--- src/rtl/snes_pad_emulator.sv ---
// Device-side SNES pad: answers reader latch/clock strobes with 16 active-low
// button bits on pad_data. Strobe inputs are synchronized and glitch-filtered.
module snes_pad_emulator #(
  parameter int SYNC_STAGES   = 2,
  parameter int FILTER_CYCLES = 2
) (
  input  logic        clock,
  input  logic        reset,
  input  logic [11:0] buttons,
  input  logic        pad_latch,
  input  logic        pad_clock,
  output logic        pad_data,
  output logic        frame_start,
  output logic        frame_done,
  output logic [4:0]  bit_index
);

  localparam int CNT_W = (FILTER_CYCLES < 1) ? 1 : $clog2(FILTER_CYCLES + 1);

  typedef enum logic [1:0] {
    IDLE  = 2'd0,
    LOAD  = 2'd1,
    SHIFT = 2'd2
  } state_t;

  // Index 0 carries pad_latch (idles low), index 1 carries pad_clock (idles high).
  logic [1:0]             pins;
  logic [SYNC_STAGES-1:0] sync [2];
  logic [CNT_W-1:0]       cnt  [2];
  logic [1:0]             filt;
  logic [1:0]             filt_d;

  state_t      state, state_next;
  logic [15:0] shreg, shreg_next;
  logic [4:0]  index_next;
  logic        start_next, done_next;

  logic        latch_rise, latch_fall, clock_rise;
  logic [15:0] load_value;

  assign pins = {pad_clock, pad_latch};

  // The filtered level only toggles on the cycle after the counter has held
  // FILTER_CYCLES, which gives the fixed SYNC_STAGES + FILTER_CYCLES + 1 latency.
  always_ff @(posedge clock) begin
    if (reset) begin
      sync[0] <= '0;
      sync[1] <= '1;
      cnt[0]  <= '0;
      cnt[1]  <= '0;
      filt    <= 2'b10;
      filt_d  <= 2'b10;
    end else begin
      for (int unsigned i = 0; i < 2; i++) begin
        sync[i] <= {sync[i][SYNC_STAGES-2:0], pins[i]};
        if (sync[i][SYNC_STAGES-1] == filt[i]) begin
          cnt[i] <= '0;
        end else if (cnt[i] == CNT_W'(FILTER_CYCLES)) begin
          filt[i] <= sync[i][SYNC_STAGES-1];
          cnt[i]  <= '0;
        end else begin
          cnt[i] <= cnt[i] + 1'b1;
        end
      end
      filt_d <= filt;
    end
  end

  assign latch_rise = filt[0] & ~filt_d[0];
  assign latch_fall = ~filt[0] & filt_d[0];
  assign clock_rise = filt[1] & ~filt_d[1];
  assign load_value = {4'b1111, ~buttons};

  always_ff @(posedge clock) begin
    if (reset) begin
      state       <= IDLE;
      shreg       <= '1;
      bit_index   <= 5'd16;
      frame_start <= 1'b0;
      frame_done  <= 1'b0;
    end else begin
      state       <= state_next;
      shreg       <= shreg_next;
      bit_index   <= index_next;
      frame_start <= start_next;
      frame_done  <= done_next;
    end
  end

  always_comb begin
    state_next = state;
    shreg_next = shreg;
    index_next = bit_index;
    start_next = 1'b0;
    done_next  = 1'b0;
    // A latch rise outranks everything, including a same-cycle clock rise.
    if (latch_rise) begin
      state_next = LOAD;
      shreg_next = load_value;
      index_next = 5'd0;
      start_next = 1'b1;
    end else begin
      unique case (state)
        IDLE: shreg_next = '1;
        LOAD: begin
          shreg_next = load_value;
          if (latch_fall) state_next = SHIFT;
        end
        SHIFT: begin
          if (clock_rise) begin
            shreg_next = {1'b1, shreg[15:1]};
            index_next = bit_index + 5'd1;
            if (bit_index == 5'd15) begin
              done_next  = 1'b1;
              state_next = IDLE;
              shreg_next = '1;
            end
          end
        end
        default: state_next = IDLE;
      endcase
    end
  end

  assign pad_data = shreg[0];

endmodule

--- config.mk ---
export PLATFORM = sky130hd
export DESIGN_NAME = snes_pad_emulator
export DESIGN_NICKNAME = d
export VERILOG_FILES = /design/src/rtl/snes_pad_emulator.sv
export SDC_FILE = /design/constraint.sdc
export NUM_CORES = 1
export LEC_CHECK = 0
export CAP_MARGIN = 30
export CORE_AREA = 2 2 75 77
export DETAILED_ROUTE_END_ITERATION = 6
export DIE_AREA = 0 0 77 79
export GPL_ROUTABILITY_DRIVEN = 0
export GPL_TIMING_DRIVEN = 1
export SLEW_MARGIN = 20
export SYNTH_ARGS = -nofsm -noshare
export SYNTH_HDL_FRONTEND = slang
export SYNTH_SLANG_ARGS = --single-unit
export TNS_END_PERCENT = 10
--- constraint.sdc ---
create_clock -name clock -period 2.8 [get_ports clock]
set_clock_uncertainty 0.05 [all_clocks]
set_input_delay 0.7 -clock clock [delete_from_list [all_inputs] [get_ports clock]]
set_output_delay 0.7 -clock clock [all_outputs]
set_load 0.05 [all_outputs]
# After elaboration in Yosys (flattened, before gate mapping)
# Memories as Yosys holds them, arrays and structs flattened.
# Cells that the tools add are included.
[op_classes]
bitwise = 20
mux = 47
eq_ne = 14
reduce_logical = 15
n_addsub = 3
[op_table]
columns = ["cell", "count"]
rows = [
  ["one-hot mux 16 bit (3 select lines)", 1],
  ["two-way mux 1 bit", 28],
  ["two-way mux 2 bit", 11],
  ["two-way mux 16 bit", 1],
  ["two-way mux 15 bit", 1],
  ["two-way mux 5 bit", 3],
  ["two-way mux 12 bit", 1],
  ["inverter 12 bit", 1],
  ["AND reduction 2 bit", 6],
  ["inequality test 3 bit, second input constant", 3],
  ["inequality test 2 bit, second input constant", 4],
  ["inverter 1 bit", 8],
  ["bitwise OR 1 bit", 8],
  ["AND reduction 4 bit", 2],
  ["equality test 2 bit, second input constant", 3],
  ["one-hot mux 2 bit (3 select lines)", 1],
  ["adder 5 x 1 -> 5 bit, second input constant", 1],
  ["equality test 5 x 4 -> 1 bit, second input constant", 1],
  ["adder 2 x 1 -> 2 bit, second input constant", 2],
  ["nonzero test 2 bit", 2],
  ["nonzero test 4 bit", 1],
  ["OR reduction 4 bit", 1],
  ["bitwise AND 1 bit", 3],
  ["nonzero test 3 bit", 1],
  ["4 further kinds", 5],
]
[word_totals]
n_memories = 2
mem_bits_rw = 8
in_bits = 16
out_inout_bits = 8
elab_cells = 112
register_bits = 29
[mem_list]
columns = ["name", "words", "width", "read_ports", "rd_clocked_by_memory_dff", "wr", "line", "source"]
rows = [
  ["cnt", 2, 2, 2, 0, 2, "29", "logic [CNT_W-1:0] cnt [2];"],
  ["sync", 2, 2, 2, 0, 2, "28", "logic [SYNC_STAGES-1:0] sync [2];"],
]

# Longest topological paths before layout
# An unclocked memory read counts as a cell.
[depth]
ltp_word = 8
ltp_mapped = 8
depth_no_buf = 7

# Least setup slack after synthesis
# Ideal clock, no wire load.
[synth_path]
kind = "flip-flop to flip-flop"
start = "register bit_index[0]"
end = "register state[0]"
n_path_buf = 0
slack_ps = 817
required_ps = 2633
setup_time_ps = 117
arrival_time_ps = 1816
path_stages_with_launch = 8
period_less_slack_ps = 1983
path_cell_list = "dfxtp_1 ha_1 and3_1 ha_1 nand3b_1 a21oi_1 nand2_1 a32o_1"
[synth_between]
elab_chain_cells = 3
[synth_lines]
columns = ["element", "line", "source"]
rows = [
  ["from (decl)", "15", "output logic [4:0] bit_index"],
  ["from (signal assigned)", "84", "bit_index <= index_next;"],
  ["equality test 5 x 4 -> 1 bit", "113", "if (bit_index == 5'd15) begin"],
  ["inequality test 3 bit (no source line)", "--", ""],
  ["AND reduction 4 bit (no source line)", "--", ""],
  ["to (signal assigned)", "82", "state <= state_next;"],
  ["to (decl)", "33", "state_t state, state_next;"],
]
# Every way passes these cells.
# A chain may end at the register's enable or synchronous reset.

# Final worst setup path
[layout_path]
start = "register bit_index[0]"
end = "output port bit_index[0]"
# No word-level cell between the ends.

==> flow_metrics.env <==
export IMPL_critPathKind="reg2out"
export IMPL_slew_headroom=0.534
export IMPL_fp_row_count=27
export IMPL_ys_types=33
export IMPL_fill_cells=571
export IMPL_design_portCount=24
export IMPL_cpPeakStageDelay_ns=0.84
export IMPL_cts_hold_buf=0
export IMPL_yosysTopAreaCell="dfxtp_1"
export IMPL_numCtsBuffers=5
export IMPL_yosys_warnings=0
export IMPL_synthTopCellsByArea="dfxtp_1 37%, o21ai_0 8.4%, edfxtp_1 7.8%, ha_1 7.3%, o22ai_2 6.5%"
export IMPL_ys_seq_elements=33
export IMPL_synth_top_cell_area_share=0.375
export IMPL_tritoncts="done"
export IMPL_power_density_nw_per_um2=460
export IMPL_cts_root_buf="clkbuf_8"
export IMPL_r2r_slack_ns=0.71
export IMPL_dp_cells=251
export IMPL_grtUsageTotal=0.116
export IMPL_p_leak_nw=0.706
export IMPL_cp_arrival_ns=1.51
export IMPL_cpLargestDelayFamily="buffers and inverters"
export IMPL_peakVddDrop_v=0.000262
export IMPL_dpl_hpwl_microns=2170
export IMPL_setup_viol=0
export IMPL_antenna_found_initial=0
export IMPL_setup_slack_ns=0.538
export IMPL_drtAntennaViolNets=0
export IMPL_route_detailed_drc=0
export IMPL_grt_pass1_wl_microns=5670
export IMPL_max_cap_violations=0
export IMPL_rr_worst_depth=6
export IMPL_dr_pass1_iters=4
export IMPL_grt_pass1_vias=1225
export IMPL_start_util=0.290
export IMPL_wl_per_cell_microns=12.3
export IMPL_finalCritPeriodShare=0.808
export IMPL_r2r_end="shreg[1]"
export IMPL_rsz0062_at_grt="no"
export IMPL_holdPathStages=1
export IMPL_die_h_microns=79
export IMPL_start_kind="register"
export IMPL_num_antenna_cells=0
export IMPL_fin_nets=211
export IMPL_endpoint_kind="output pin"
export IMPL_slew_viol_final=0
export IMPL_finalHoldViolations=0
export IMPL_cts_num_sinks=33
export IMPL_worstHoldStart="sync[0][2]"
export IMPL_slowest_stage="clkdlybuf4s50_1"
export IMPL_dr_first_iter_drc_count=84
export IMPL_drive_gt1_frac=0.134
export IMPL_cts_max_level=2
export IMPL_hold_end="sync[0][3]"
export IMPL_worst_path_max_fanout=4
export IMPL_cts_setup_buffers=0
export IMPL_post_cts_resized=0
export IMPL_syn_avg_cell_area_sq_um=9.74
export IMPL_synthesis_instances=159
export IMPL_routed_wirelength_microns=3180
export IMPL_synthToLayoutAreaGrowth_pct=24.7
export IMPL_cp_cell_sequence="clkdlybuf4s50_1"
export IMPL_die_area_sq_um=6080
export IMPL_min_period_ns=2.26
export IMPL_fin_cells=259
export IMPL_die_w_microns=77
export IMPL_clk_latency_ns=0.28
export IMPL_coreArea_sq_um=5340
export IMPL_grt_overflow_total=0
export IMPL_clk_pin_slew_ns=0.06
export IMPL_fmax_ghz=0.442
export IMPL_tightest_slew_ns=0.696
export IMPL_port_buffers=23
export IMPL_r2r_start="state[0]"
export IMPL_synth_area_sq_um=1550
export IMPL_vias=1219
export IMPL_crit_buf_inv=1
export IMPL_status="finished clean"
export IMPL_min_path_type="reg2reg"
export IMPL_ys_seq_area_frac=0.452
export IMPL_cp_required_ns=2.05
export IMPL_pre_cts_slack_ns=0.725
export IMPL_grt_start_max_net_pins=16
export IMPL_clockBufferDepth=2
export IMPL_totalNegativeSetupSlack_ns=0
export IMPL_viasPerCell=4.71
## per-stage QoR
step / utilization / hold slack, ns / power (mW) / area, sq um
5_1_grt: 0.362 / 0.369 / 0.929 / 1930
3_5_place_dp: 0.347 / 0.346 / 0.571 / 1850
2_1_floorplan: - / 0.339 / 0.537 / 1560
4_1_cts: 0.362 / 0.362 / 0.901 / 1930
6_report: 0.362 / 0.360 / 0.889 / 1930
3_3_place_gp: 0.347 / 0.355 / 0.570 / 1850
## synth_stat cells (all sizes together)
cell     n
xor2     2
inv      9
a32o     1
conb     1
nand4    1
buf      3
clkbuf   6
mux2i    3
or3      3
edfxtp   4
a21oi    2
o21ba    1
o21ai   26
ha       9
a22oi   11
nand2    5
nand3b   1
dfxtp   29
nor2    14
and3     2
or2      4
xnor2    3
a211oi   1
o22ai   12
and3b    1
nor3     1
nor2b    4
## final cells by class
cell class,instances,area [sq um],area share
Multi-Input combinational cell,111,773,0.400
Sequential cell,33,701,0.363
Timing Repair Buffer,26,253,0.131
Tap cell,72,90.1,0.0466
Clock buffer,5,68.8,0.0356
Inverter,9,33.8,0.0175
Clock inverter,3,12.5,0.00648
## per-layer routing
metal / up-vias / wire [microns] / part of all wire / GRT usage
met5: - / 0 / 0 / 0
met4: 0 / 60 / 0.019 / 0.0536
met3: 6 / 151 / 0.048 / 0.0352
met2: 29 / 1510 / 0.48 / 0.199
met1: 572 / 1450 / 0.46 / 0.134
li1: 612 / - / - / -
## layout by cell type (no fill, tap or decap)
| master | count |
|---|---|
| or2_2 | 3 |
| a32o_1 | 1 |
| o21ba_2 | 1 |
| xor2_1 | 2 |
| or3_4 | 1 |
| and3_1 | 1 |
| clkdlybuf4s50_1 | 23 |
| inv_1 | 9 |
| dfxtp_1 | 29 |
| clkinv_1 | 2 |
| or3_1 | 2 |
| a22oi_1 | 9 |
| a211oi_1 | 1 |
| buf_4 | 3 |
| nand2_1 | 5 |
| nand4_1 | 1 |
| clkbuf_8 | 5 |
| ha_1 | 9 |
| and3b_1 | 1 |
| and3_2 | 1 |
| xnor2_1 | 3 |
| conb_1 | 4 |
| o22ai_1 | 4 |
| nor3_1 | 1 |
| o22ai_2 | 8 |
| a22oi_2 | 2 |
| nor2b_1 | 4 |
| clkinv_2 | 1 |
| a21oi_1 | 2 |
| mux2i_1 | 3 |
| nor2_1 | 14 |
| nand3b_1 | 1 |
| edfxtp_1 | 4 |
| or2_1 | 1 |
| o21ai_0 | 26 |
## state kept, by name (all words and copies together), names as in the netlist
register     count
frame_done       1
state            2
filt             2
sync             4
frame_start      1
filt_d           2
bit_index        5
cnt              4
shreg           12
## cells by family (layout without fill, tap and decap cells)
logic type               after synthesis  after routing  share of synthesized area
other                                  1              4                    0.00242
AO/OA/AOI/OAI                         54             54                      0.249
adder cells (fa/ha/maj)                9              9                     0.0727
AND/OR/NAND/NOR                       36             36                      0.120
buffers and inverters                 18             43                     0.0557
multiplexers                           3              3                     0.0194
XOR/XNOR                               5              5                     0.0283
flip-flops                            33             33                      0.452
## power by group
part / total (mW) / leakage [nW] / switching (mW) / internal (mW)
registers: 0.494 / 0.277 / 0.00509 / 0.489
logic: 0.0665 / 0.386 / 0.0318 / 0.0348
clock network: 0.329 / 0.0430 / 0.162 / 0.167
total: 0.889 / 0.706 / 0.199 / 0.690
## how the worst max path moves through the flow
| stage | start | end | slack [ns] | cells past startpoint |
|---|---|---|---|---|
| 2_1_floorplan | bit_index[0] | state[0] | 0.82 | 7 |
| 3_3_place_gp | reset | cnt[1][0] | 0.76 | 4 |
| 3_5_place_dp | reset | cnt[1][1] | 0.72 | 4 |
| 4_1_cts | bit_index[0] | bit_index[0] | 0.52 | 1 |
| 5_1_grt | bit_index[0] | bit_index[0] | 0.45 | 1 |
| 6_report | bit_index[0] | bit_index[0] | 0.54 | 1 |
Note: power is estimated with default switching activity, not from simulation.
